===== config.mk =====
export PLATFORM = sky130hd
export DESIGN_NAME = uart_cmd_sequencer_flat
export DESIGN_NICKNAME = d
export VERILOG_FILES = /design/src/rtl/uart_cmd_sequencer_if.sv /design/src/rtl/uart_cmd_sequencer.sv /design/src/flat_wrapper.sv
export SDC_FILE = /design/constraint.sdc
export NUM_CORES = 1
export LEC_CHECK = 0
export CAP_MARGIN = 25
export CORE_MARGIN = 8
export CORE_UTILIZATION = 30
export CTS_BUF_LIST = sky130_fd_sc_hd__clkbuf_16
export CTS_CLUSTER_SIZE = 28
export DETAILED_ROUTE_END_ITERATION = 10
export PLACE_DENSITY_LB_ADDON = 0.05
export SYNTH_ARGS = -nofsm -noshare
export SYNTH_HDL_FRONTEND = slang
export SYNTH_SLANG_ARGS = --single-unit

===== constraint.sdc =====
create_clock -name clk -period 5.7 [get_ports clk]
set_input_delay 1.14 -clock clk [delete_from_list [all_inputs] [get_ports clk]]
set_output_delay 1.14 -clock clk [all_outputs]
set_load 0.01 [all_outputs]

===== src/rtl/uart_cmd_sequencer_if.sv =====
// rtl/uart_cmd_sequencer_if.sv - receive-byte and config/run signal bundle for uart_cmd_sequencer
//
// Signals:
//   rx_data   [7:0]  received byte, valid while rx_valid=1
//   rx_valid         one-cycle strobe per received byte
//   cfg_we           one-cycle register bank write strobe
//   cfg_addr  [3:0]  register index for cfg_we
//   cfg_data  [15:0] register value for cfg_we
//   gen_run          pulse generator enable level
//   busy             frame partially received
//   frame_err        one-cycle strobe per rejected frame
//   err_cnt   [7:0]  saturating rejected-frame count
// Modports:
//   master  sequencer side (consumes rx, drives config/status)
//   slave   environment side (drives rx, observes config/status)

interface uart_cmd_sequencer_if;
  logic [7:0]  rx_data;
  logic        rx_valid;
  logic        cfg_we;
  logic [3:0]  cfg_addr;
  logic [15:0] cfg_data;
  logic        gen_run;
  logic        busy;
  logic        frame_err;
  logic [7:0]  err_cnt;

  modport master (
    input  rx_data, rx_valid,
    output cfg_we, cfg_addr, cfg_data, gen_run, busy, frame_err, err_cnt
  );

  modport slave (
    output rx_data, rx_valid,
    input  cfg_we, cfg_addr, cfg_data, gen_run, busy, frame_err, err_cnt
  );
endinterface


===== src/rtl/uart_cmd_sequencer.sv =====
// rtl/uart_cmd_sequencer.sv - frames UART bytes into register-bank / run-control write commands
//
// Frame: HDR, ADDR, DHI, DLO [, CHK]. ADDR[7:4] must be zero; ADDR[3:0] selects the register.
// Optional feature macro: CMD_CHECKSUM_EN (adds CHK byte = ADDR ^ DHI ^ DLO).
//
// Ports:
//   clk   in  system clock, rising edge
//   rst   in  synchronous reset, active-high
//   bus   uart_cmd_sequencer_if.master
//           rx_data/rx_valid in; cfg_we/cfg_addr/cfg_data, gen_run, busy,
//           frame_err, err_cnt out

module uart_cmd_sequencer #(
  parameter logic [7:0] HDR_BYTE    = 8'hA5,
  parameter int         TIMEOUT_CYC = 2000000,
  parameter logic [3:0] RUN_ADDR    = 4'hF
) (
  input logic                  clk,
  input logic                  rst,
  uart_cmd_sequencer_if.master bus
);

  localparam int            CW       = $clog2(TIMEOUT_CYC) + 1;
  localparam logic [CW-1:0] TMO_LAST = CW'(TIMEOUT_CYC - 1);

  typedef enum logic [2:0] {
    IDLE,
    ADDR,
    DHI,
    DLO,
`ifdef CMD_CHECKSUM_EN
    CHK,
`endif
    COMMIT
  } state_t;

  state_t        state, state_n;
  logic [CW-1:0] tmo_cnt, tmo_cnt_n;
  logic [3:0]    addr_q, addr_n;
  logic [7:0]    dhi_q, dhi_n;
`ifdef CMD_CHECKSUM_EN
  logic [7:0]    dlo_q, dlo_n;
`endif

  logic [3:0]    cfg_addr_q;
  logic [15:0]   cfg_data_q;
  logic          gen_run_q;
  logic          frame_err_q;
  logic [7:0]    err_cnt_q;

  logic          commit_n;
  logic [15:0]   commit_data;
  logic          err_n;

  always_comb begin
    state_n     = state;
    tmo_cnt_n   = tmo_cnt + CW'(1);
    addr_n      = addr_q;
    dhi_n       = dhi_q;
`ifdef CMD_CHECKSUM_EN
    dlo_n       = dlo_q;
`endif
    commit_n    = 1'b0;
    commit_data = cfg_data_q;
    err_n       = 1'b0;

    if (state == IDLE || state == COMMIT) begin
      // COMMIT lasts one cycle and treats an incoming byte exactly like IDLE,
      // so a header arriving back-to-back starts the next frame.
      tmo_cnt_n = '0;
      state_n   = IDLE;
      if (bus.rx_valid && bus.rx_data == HDR_BYTE)
        state_n = ADDR;
    end else if (tmo_cnt == TMO_LAST) begin
      // Expiry has priority: a byte on this cycle is dropped, not re-examined.
      tmo_cnt_n = '0;
      state_n   = IDLE;
      err_n     = 1'b1;
    end else if (bus.rx_valid) begin
      tmo_cnt_n = '0;
      case (state)
        ADDR: begin
          if (bus.rx_data[7:4] == 4'h0) begin
            addr_n  = bus.rx_data[3:0];
            state_n = DHI;
          end else begin
            err_n   = 1'b1;
            state_n = IDLE;
          end
        end
        DHI: begin
          dhi_n   = bus.rx_data;
          state_n = DLO;
        end
`ifdef CMD_CHECKSUM_EN
        DLO: begin
          dlo_n   = bus.rx_data;
          state_n = CHK;
        end
        CHK: begin
          if (bus.rx_data == ({4'h0, addr_q} ^ dhi_q ^ dlo_q)) begin
            commit_n    = 1'b1;
            commit_data = {dhi_q, dlo_q};
            state_n     = COMMIT;
          end else begin
            err_n   = 1'b1;
            state_n = IDLE;
          end
        end
`else
        DLO: begin
          commit_n    = 1'b1;
          commit_data = {dhi_q, bus.rx_data};
          state_n     = COMMIT;
        end
`endif
        default: state_n = IDLE;
      endcase
    end
  end

  always_ff @(posedge clk) begin
    if (rst) begin
      state       <= IDLE;
      tmo_cnt     <= '0;
      addr_q      <= '0;
      dhi_q       <= '0;
`ifdef CMD_CHECKSUM_EN
      dlo_q       <= '0;
`endif
      cfg_addr_q  <= '0;
      cfg_data_q  <= '0;
      gen_run_q   <= 1'b0;
      frame_err_q <= 1'b0;
      err_cnt_q   <= '0;
    end else begin
      state       <= state_n;
      tmo_cnt     <= tmo_cnt_n;
      addr_q      <= addr_n;
      dhi_q       <= dhi_n;
`ifdef CMD_CHECKSUM_EN
      dlo_q       <= dlo_n;
`endif
      frame_err_q <= err_n;
      if (err_n && err_cnt_q != 8'hFF)
        err_cnt_q <= err_cnt_q + 8'd1;
      // Address/data are loaded on the edge entering COMMIT so they are
      // valid alongside cfg_we and hold until the next bank write.
      if (commit_n) begin
        if (addr_q == RUN_ADDR) begin
          gen_run_q <= commit_data[0];
        end else begin
          cfg_addr_q <= addr_q;
          cfg_data_q <= commit_data;
        end
      end
    end
  end

  assign bus.cfg_we    = (state == COMMIT) && (addr_q != RUN_ADDR);
  assign bus.cfg_addr  = cfg_addr_q;
  assign bus.cfg_data  = cfg_data_q;
  assign bus.gen_run   = gen_run_q;
  assign bus.busy      = (state != IDLE);
  assign bus.frame_err = frame_err_q;
  assign bus.err_cnt   = err_cnt_q;

endmodule

===== src/flat_wrapper.sv =====
// flat-port wrapper written by rule: the top's interface ports become plain ports
module uart_cmd_sequencer_flat 
#(
  parameter logic [7:0] HDR_BYTE    = 8'hA5,
  parameter int         TIMEOUT_CYC = 2000000,
  parameter logic [3:0] RUN_ADDR    = 4'hF
)
  (clk, rst, bus_rx_data, bus_rx_valid, bus_cfg_we, bus_cfg_addr, bus_cfg_data, bus_gen_run, bus_busy, bus_frame_err, bus_err_cnt);
  uart_cmd_sequencer_if bus_i ();
  input logic clk;
  input logic rst;
  input wire logic [$bits(bus_i.rx_data)-1:0] bus_rx_data;
  input wire logic [$bits(bus_i.rx_valid)-1:0] bus_rx_valid;
  output wire logic [$bits(bus_i.cfg_we)-1:0] bus_cfg_we;
  output wire logic [$bits(bus_i.cfg_addr)-1:0] bus_cfg_addr;
  output wire logic [$bits(bus_i.cfg_data)-1:0] bus_cfg_data;
  output wire logic [$bits(bus_i.gen_run)-1:0] bus_gen_run;
  output wire logic [$bits(bus_i.busy)-1:0] bus_busy;
  output wire logic [$bits(bus_i.frame_err)-1:0] bus_frame_err;
  output wire logic [$bits(bus_i.err_cnt)-1:0] bus_err_cnt;
  assign bus_i.rx_data = bus_rx_data;
  assign bus_i.rx_valid = bus_rx_valid;
  assign bus_cfg_we = bus_i.cfg_we;
  assign bus_cfg_addr = bus_i.cfg_addr;
  assign bus_cfg_data = bus_i.cfg_data;
  assign bus_gen_run = bus_i.gen_run;
  assign bus_busy = bus_i.busy;
  assign bus_frame_err = bus_i.frame_err;
  assign bus_err_cnt = bus_i.err_cnt;
  uart_cmd_sequencer #(.HDR_BYTE(HDR_BYTE), .TIMEOUT_CYC(TIMEOUT_CYC), .RUN_ADDR(RUN_ADDR)) u_core (.clk(clk), .rst(rst), .bus(bus_i));
endmodule

==> impl_metrics.json, run 1 <==
{
  "finalHoldViolations": 0,
  "numCtsBuffers": 9,
  "setup_tns_ns": 0,
  "dieWidth_um": 113,
  "power.static_leakage_uw": 0.00124,
  "yosysSeqAreaShare_pct": 47.2,
  "cp.depth": 4,
  "critPathKind": "reg2out",
  "synth_flop_cell": "dfxtp_1",
  "drtAntennaViolNets": 0,
  "antenna_found_initial": 0,
  "htreeDepth": 3,
  "design.die.area_sq_um": 12800,
  "hold_ws_ns": 0.462,
  "cts_resized": 0,
  "async_reset_ff_share_pct": 0,
  "cts.reportedPaths.clkPinSlew_ns": 0.06,
  "yosys.area.top_type": "dfxtp_1",
  "crit_start": "u_core.addr_q[2]",
  "cts_tree": "built",
  "cp-endpoint": "bus_cfg_we",
  "period_minus_slack_ns": 3.13,
  "drtIter0Drc": 112,
  "rows": 35,
  "hold_buffers": 0,
  "diodes": 0,
  "power_density_nw_per_um2": 295,
  "syn-cell-area_sq_um": 2840,
  "overflow": 0,
  "syn_avg_cell_area_sq_um": 8.71,
  "place.port_buffers": 42,
  "core-area_sq_um": 9200,
  "reg2reg_to": "u_core.bus.cfg_data[4]",
  "setup_viol": 0,
  "post_cts_buffers": 0,
  "slew-limit-headroom_pct": 38.2,
  "cap_violations": 0,
  "cts.sinks": 67,
  "fin_skew_ns": 0.00687,
  "initial_utilization_pct": 30.9,
  "reg2reg_slack_ns": 3.13,
  "cp_top_family": "buffers and inverters",
  "gp_congestion": 0.706,
  "finalMaxSlewViolations": 0,
  "tightest_slew_ns": 0.927,
  "slowest_delay_ns": 0.48,
  "reg2reg_depth": 7,
  "synth_cell_types": 38,
  "path_cells": "nand4_1 > buf_8 > and3_1 > clkdlybuf4s50_1",
  "synth_top_area_share_pct": 47.2,
  "clock_latency_ns": 0.33,
  "cts-root-buf": "clkbuf_16",
  "synth_edf_count": 0,
  "rsz0062_at_grt": "no",
  "fp.dieH_um": 113,
  "cp_max_fo": 16,
  "hpwl_mm": 4.75,
  "grt_pass1_vias": 2341,
  "wl_mm": 7.28,
  "worst_setup_path_end_kind": "output pin",
  "layout.nets": 375,
  "period_share_pct": 55.0,
  "ys_warn_count": 0,
  "clockBufferDepth": 2,
  "dr.pass1.iters": 4,
  "grt_max_degree": 52,
  "synthTopCellsByArea": "dfxtp_1 (47%), nor2_1 (6.6%), mux2i_1 (4.9%), nand3_1 (4.4%), a21oi_1 (4.2%)",
  "outcome": "completed",
  "area_growth_pct": 28.8,
  "grt_pass1_wl_mm": 12.2,
  "critPathSlowestCell": "clkdlybuf4s50_1",
  "worstPathArrival_ns": 1.99,
  "syn_nets": 339,
  "num_vias": 2387,
  "syn_inst": 326,
  "drive_above_1_share_pct": 7.08,
  "required_ns": 4.56,
  "ys_ff_latch": 67,
  "fill_cells": 959,
  "drc": 0,
  "ioPinCount": 43,
  "fmax_mhz": 319,
  "cp-start-kind": "flop",
  "holdCritPathClass": "reg2reg",
  "via_per_inst": 4.99,
  "wl_per_cell_um": 15.2,
  "ir_drop_mv": 0.129,
  "r2r-start": "u_core.tmo_cnt[0]",
  "grt_usage_pct": 11.8,
  "path_buf_inv": 2
}
==> power by group <==
part	total (uW)	internal (uW)	switching (uW)
combinational	19.3	7.44	11.8
sequential	468	468	0.0411
clock	591	381	210
total	1080	857	222
==> per-layer routing <==
metal	track usage [%]	up-vias	wire, um
li1	-	1218	-
met1	15.0	1120	3540
met2	17.9	38	3260
met3	3.62	11	365
met4	5.86	0	116
met5	0	-	0
==> placed cells by master (no fill, tap or decap), types with 7 or more instances in the layout <==
cell type / netlist / final
xor2_1: 13 / 13
clkbuf_16: 0 / 9
a21oi_1: 24 / 24
nor3_1: 11 / 11
nand4_1: 10 / 10
dfxtp_1: 67 / 67
mux2i_1: 14 / 14
xnor2_1: 7 / 7
nand2_1: 10 / 10
nand3_1: 25 / 25
clkdlybuf4s50_1: 0 / 41
nor2_1: 50 / 50
o21ai_0: 21 / 21
==> cells in the mapped netlist (all sizes together), types with 3 or more instances <==
cell type / number
or3: 4
nor2: 50
nand3: 27
and3: 4
inv: 4
mux2i: 14
clkbuf: 17
nand4: 10
o21ai: 21
nor4: 5
nand2: 10
dfxtp: 67
xor2: 13
nor2b: 4
nand2b: 5
buf: 3
a21oi: 24
nor3: 11
mux2: 3
xnor2: 7
==> worst register-to-register path: cells and delay by family (launching register included) <==
family / cells / cell delay (ns)
adders and majority gates: 1 / 0.21
and+or+nand+nor: 2 / 0.73
AOI/OAI and AO/OA: 3 / 0.88
buffers and inverters: 1 / 0.32
DFF: 1 / 0.36
==> cells by family after synthesis <==
logic type	synth area share (%)
fa+ha+maj	0.881
buf+inv	3.52
simple gates	25.7
compound gates	10.4
mux	6.12
xor+xnor	6.17
flops	47.2
==> flip-flops by register name, indices dropped and copies added (netlist names) <==
name and count:
u_core.dhi_q 8, u_core.bus.cfg_data 16, u_core.bus.gen_run 1, u_core.bus.frame_err 1
u_core.tmo_cnt 22, u_core.state 3, u_core.bus.err_cnt 8, u_core.addr_q 4
u_core.bus.cfg_addr 4
==> final cells by class <==
type,instances,area [sq um],area share (%)
Sequential cell,67,1340,36.7
Multi-Input combinational cell,235,1400,38.2
Inverter,4,15.0,0.411
Clock buffer,9,225,6.16
Clock inverter,7,92.6,2.53
Tap cell,111,139,3.80
Timing Repair Buffer,45,445,12.2
==> metrics by stage <==
| stage | cell area (sq um) | cells | util, % | power, uW | setup slack (ns) |
|---|---|---|---|---|---|
| after floorplan | 2840 | 326 | - | 486 | 3.14 |
| after global placement | 3320 | 461 | 36.1 | 498 | 2.35 |
| after detailed placement | 3320 | 461 | 36.1 | 498 | 2.28 |
| after CTS | 3640 | 477 | 39.6 | 1100 | 1.97 |
| after global routing | 3660 | 478 | 39.8 | 1120 | 2.46 |
| final | 3660 | 478 | 39.8 | 1080 | 2.57 |
==> worst min path at each step <==
| stage | startpoint | endpoint | slack, ns | cells past startpoint |
|---|---|---|---|---|
| finish | u_core.dhi_q[7] | u_core.bus.cfg_data[15] | 0.46 | 2 |
| global placement | u_core.tmo_cnt[0] | u_core.tmo_cnt[0] | 0.44 | 1 |
| floorplan | u_core.tmo_cnt[0] | u_core.tmo_cnt[0] | 0.43 | 1 |
| global route | u_core.dhi_q[7] | u_core.bus.cfg_data[15] | 0.48 | 2 |
| detailed placement | u_core.dhi_q[7] | u_core.bus.cfg_data[15] | 0.45 | 2 |
| CTS | u_core.dhi_q[7] | u_core.bus.cfg_data[15] | 0.46 | 2 |
Note: power is estimated with default switching activity, not from simulation.
==> run 2: changes to the inputs <==
Clock period 5.7 ns to 3.1 ns, I/O delays scaled along.
==> run 2 against run 1 <==
  * Register-to-register slack got worse by 2.5 ns
  * Global-route usage up 0.25 points
  * Final cell count up 0.63%
  * Flip-flop and latch count unchanged
  * Critical endpoint is now u_core.tmo_cnt[19]
  * Non-clock buffer count increased by 3
==> impl_metrics.json, run 2 (same netlist as run 1, synthesis figures left out) <==
{
  "cts_resized": 0,
  "drtAntennaViolNets": 0,
  "num_vias": 2446,
  "wl_mm": 7.42,
  "required_ns": 3.28,
  "dieWidth_um": 113,
  "holdCritPathClass": "reg2reg",
  "gp_congestion": 0.740,
  "hold_start": "u_core.dhi_q[2]",
  "largest_reg_flops": 22,
  "regMostFlops": "u_core.tmo_cnt",
  "cp-start-kind": "flop",
  "place.port_buffers": 42,
  "finalMaxSlewViolations": 0,
  "power.static_leakage_uw": 0.00126,
  "dp.cells": 465,
  "cap_violations": 0,
  "cts-root-buf": "clkbuf_16",
  "wl_per_cell_um": 15.4,
  "fin_skew_ns": 0.00626,
  "setup_tns_ns": 0,
  "min_path_cells": 2,
  "pre_cts_slack_ns": 0.391,
  "worstHoldEndpoint": "u_core.bus.cfg_data[10]",
  "finalHoldViolations": 0,
  "antenna_found_initial": 0,
  "slew-limit-headroom_pct": 46.9,
  "reg2reg_to": "u_core.tmo_cnt[19]",
  "fmax_mhz": 405,
  "power_density_nw_per_um2": 535,
  "layout.nets": 378,
  "initial_utilization_pct": 30.9,
  "grt_usage_pct": 12.1,
  "setup_viol": 0,
  "grt_pass1_vias": 2407,
  "critPathSlowestCell": "or4_1",
  "ioPinCount": 43,
  "cts.sinks": 67,
  "overflow": 0,
  "layout_common_cells": "dfxtp_1 (67), nor2_1 (50), clkdlybuf4s50_1 (41)",
  "outcome": "completed",
  "core-area_sq_um": 9200,
  "area_growth_pct": 28.9,
  "cp_max_fo": 22,
  "worst_setup_path_end_kind": "flop",
  "numCtsBuffers": 9,
  "cts_tree": "built",
  "path_common_cell": "nor2_1",
  "dr.pass1.iters": 4,
  "reg2reg_slack_ns": 0.63,
  "hpwl_mm": 4.98,
  "period_share_pct": 79.6,
  "reg2reg_depth": 6,
  "via_per_inst": 5.09,
  "clock_latency_ns": 0.33,
  "clockBufferDepth": 2,
  "post_cts_buffers": 0,
  "period_minus_slack_ns": 2.47,
  "fp.dieH_um": 113,
  "worstPathArrival_ns": 2.65,
  "rsz0062_at_grt": "no",
  "diodes": 0,
  "drtIter0Drc": 79,
  "cts.reportedPaths.clkPinSlew_ns": 0.06,
  "hold_buffers": 0,
  "fin_ws_ns": 0.633,
  "drc": 0,
  "layout.cells.non_filler": 481,
  "tightest_slew_ns": 0.789,
  "r2r-start": "u_core.tmo_cnt[0]",
  "path_cells": "ha_1 > nand3_2 > or3_1 > nor2_1 > or4_1 > nor2_1",
  "drive_above_1_share_pct": 7.30,
  "design.die.area_sq_um": 12800,
  "grt_max_degree": 51,
  "rows": 35,
  "htreeDepth": 3,
  "critPathKind": "reg2reg",
  "ir_drop_mv": 0.254,
  "slowest_delay_ns": 0.66,
  "grt_pass1_wl_mm": 12.5,
  "final_common_cell": "dfxtp_1"
}
[run 2: how the worst max path moves through the flow]
stage / from / endpoint / slack (ns) / cells past startpoint
3_5_place_dp: bus_rx_data[5] / u_core.bus.err_cnt[0] / 0.39 / 6
6_report: u_core.tmo_cnt[0] / u_core.tmo_cnt[19] / 0.63 / 6
3_3_place_gp: bus_rx_data[4] / u_core.bus.err_cnt[0] / 0.47 / 6
4_1_cts: u_core.tmo_cnt[0] / u_core.tmo_cnt[19] / 0.61 / 6
2_1_floorplan: u_core.tmo_cnt[0] / u_core.bus.err_cnt[5] / 0.87 / 8
5_1_grt: u_core.tmo_cnt[0] / u_core.tmo_cnt[18] / 0.35 / 6
[run 2: metrics by stage]
stage          util (%)  power (uW)  hold WS [ns]  instance area (sq um)
6_report           39.8        1960         0.468                   3660
3_5_place_dp       36.5         918         0.457                   3350
5_1_grt            39.8        2020         0.492                   3660
2_1_floorplan         -         893         0.430                   2840
4_1_cts            39.8        1980         0.469                   3660
3_3_place_gp       36.5         917         0.448                   3350
[run 2: layer usage]
layer	global-route usage, %	vias up	routed length, um
met4	5.86	0	146
met1	16.2	1161	3810
li1	-	1233	-
met3	3.41	14	371
met2	17.3	38	3090
met5	0	-	0
[run 2: area by class of cell]
cell class	instances	area, sq um
sequential	67	1340
clock inverter	7	82.6
multi-input combinational	235	1400
tap	111	139
timing repair buffer	48	460
inverter	4	15.0
fill	988	5530
clock buffer	9	225
[run 2: where the power goes]
| part | switching (uW) | internal [uW] | total (uW) |
|---|---|---|---|
| Combinational | 21.9 | 15.3 | 37.2 |
| Sequential | 0.0798 | 861 | 862 |
| Clock | 365 | 693 | 1060 |
| Total | 387 | 1570 | 1960 |
[run 2: worst max-delay path: cells and delay by family, from the launching register on]
| kind | cells | cell delay [ns] |
|---|---|---|
| AND/OR/NAND/NOR | 5 | 1.72 |
| flip-flops | 1 | 0.37 |
| adder cells (fa/ha/maj) | 1 | 0.22 |
==> run 3: changes to the inputs <==
Clock period 3.1 ns to 2.08 ns, I/O delays scaled along.
==> run 3 against run 2 <==
  * Via count increased by 7.0%
  * Sequential share of layout area decreased by 3.9 points
  * Critical path depth decreased by 3
  * Wire length increased by 3.5%
  * Die area unchanged
  * Non-clock buffer count increased by 42
  * Critical path type is now reg2out
  * Clock power increased by 75%
  * Cell area increased by 12%
  * Final cell count increased by 8.7%
==> impl_metrics.json, run 3 (same netlist as run 1, synthesis figures left out) <==
{
  "cp.depth": 3,
  "finalHoldViolations": 0,
  "period_minus_slack_ns": 2.05,
  "largest_reg_flops": 22,
  "drive_above_1_share_pct": 19.9,
  "num_vias": 2616,
  "ir_drop_mv": 0.378,
  "reg2reg_depth": 8,
  "power_density_nw_per_um2": 780,
  "drtIter0Drc": 87,
  "setup_viol": 0,
  "initial_utilization_pct": 30.9,
  "power.static_leakage_uw": 0.00153,
  "grt_usage_pct": 12.5,
  "layout.cells.non_filler": 523,
  "diodes": 0,
  "critPathKind": "reg2out",
  "wl_per_cell_um": 14.7,
  "regMostFlops": "u_core.tmo_cnt",
  "worstPathArrival_ns": 1.63,
  "cp-endpoint": "bus_cfg_we",
  "layout.nets": 420,
  "antenna_found_initial": 0,
  "critPathSlowestCell": "clkdlybuf4s50_1",
  "rsz0062_at_grt": "yes",
  "hpwl_mm": 5.28,
  "clock_latency_ns": 0.33,
  "drc": 0,
  "area_growth_pct": 44.8,
  "dieWidth_um": 113,
  "pre_cts_slack_ns": -0.367,
  "reg2reg_to": "u_core.bus.err_cnt[2]",
  "total_power_uw": 3210,
  "hold_start": "u_core.dhi_q[6]",
  "cts.sinks": 67,
  "grt_max_degree": 51,
  "dr.pass1.iters": 4,
  "core-area_sq_um": 9200,
  "outcome": "completed",
  "numCtsBuffers": 9,
  "cts.reportedPaths.clkPinSlew_ns": 0.06,
  "clockBufferDepth": 2,
  "cts-root-buf": "clkbuf_16",
  "finalMaxSlewViolations": 0,
  "tightest_slew_ns": 0.616,
  "path_cells": "nor2_4 > and3_1 > clkdlybuf4s50_1",
  "required_ns": 1.66,
  "slowest_delay_ns": 0.55,
  "final_common_cell": "dfxtp_1",
  "cp_top_family": "buffers and inverters",
  "cts_tree": "built",
  "htreeDepth": 3,
  "grt_pass1_wl_mm": 13.0,
  "cp_max_fo": 7,
  "drtAntennaViolNets": 0,
  "via_per_inst": 5.00,
  "design.die.area_sq_um": 12800,
  "cp-start-kind": "flop",
  "overflow": 0,
  "fp.dieH_um": 113,
  "reg2reg_slack_ns": 0.04,
  "r2r-start": "u_core.tmo_cnt[1]",
  "hold_ws_ns": 0.470,
  "layout_common_cells": "dfxtp_1 (65), nor2_1 (49), buf_4 (47)",
  "holdCritPathClass": "reg2reg",
  "fmax_mhz": 488,
  "period_share_pct": 98.5,
  "path_buf_inv": 1,
  "place.port_buffers": 42,
  "fin_ws_ns": 0.0320,
  "crit_start": "u_core.state[1]",
  "fin_skew_ns": 0.00734,
  "dp.cells": 506,
  "worst_setup_path_end_kind": "output pin",
  "ioPinCount": 43,
  "gp_congestion": 0.763,
  "wl_mm": 7.68,
  "cap_violations": 0,
  "slew-limit-headroom_pct": 59.0,
  "grt_pass1_vias": 2575,
  "rows": 35
}
run 3: layer usage:
layer / GRT usage (%) / part of all wire, % / up-vias
met5: 0 / 0 / -
met2: 18.4 / 44 / 43
met4: 5.60 / 1.4 / 0
met3: 3.04 / 3.9 / 9
li1: - / - / 1306
met1: 16.9 / 51 / 1258
run 3: how the worst min path moves through the flow:
| stage | end | slack (ns) | cells past startpoint |
|---|---|---|---|
| finish | u_core.bus.cfg_data[14] | 0.47 | 2 |
| global route | u_core.bus.cfg_data[13] | 0.49 | 2 |
| CTS | u_core.bus.cfg_data[12] | 0.47 | 2 |
| detailed placement | u_core.bus.cfg_data[15] | 0.46 | 2 |
| global placement | u_core.bus.cfg_data[15] | 0.45 | 2 |
| floorplan | u_core.tmo_cnt[0] | 0.43 | 1 |
run 3: cell type report:
| class | count | area [sq um] |
|---|---|---|
| multi-input combinational | 235 | 1470 |
| tap | 111 | 139 |
| clock buffer | 9 | 225 |
| timing repair buffer | 90 | 781 |
| fill | 921 | 5080 |
| clock inverter | 7 | 140 |
| inverter | 4 | 15.0 |
| sequential | 67 | 1340 |
run 3: what timing repair did:
action | 4_1_cts | 5_1_grt
hold buffers | 0 | 0
cloned | 0 | 0
setup endpoints to repair | 6 | 8
setup buffers | 0 | 1
pin swaps | 1 | 3
resized for setup | 7 | 4
run 3: report_power, final:
| part | internal (uW) | switching, uW |
|---|---|---|
| combinational | 30.1 | 35.2 |
| sequential | 1280 | 0.0925 |
| clock | 1290 | 570 |
| total | 2600 | 605 |
run 3: worst register-to-register path, stage by stage, from the launching register on:
cell and delay [ns]:
dfxtp_2 0.35, ha_4 0.15, nand3_4 0.08, or3_4 0.34, o31a_1 0.32, buf_6 0.15, buf_4 0.13, or3_1 0.33
a21oi_1 0.12
run 3: through the flow:
stage	utilization [%]	setup TNS (ns)	cell area (sq um)
final	44.7	0	4110
after detailed placement	40.2	-3.51	3700
after global routing	44.7	-0.0781	4110
after CTS	44.5	0	4090
after floorplan	-	0	2880
after global placement	40.2	-3.44	3700
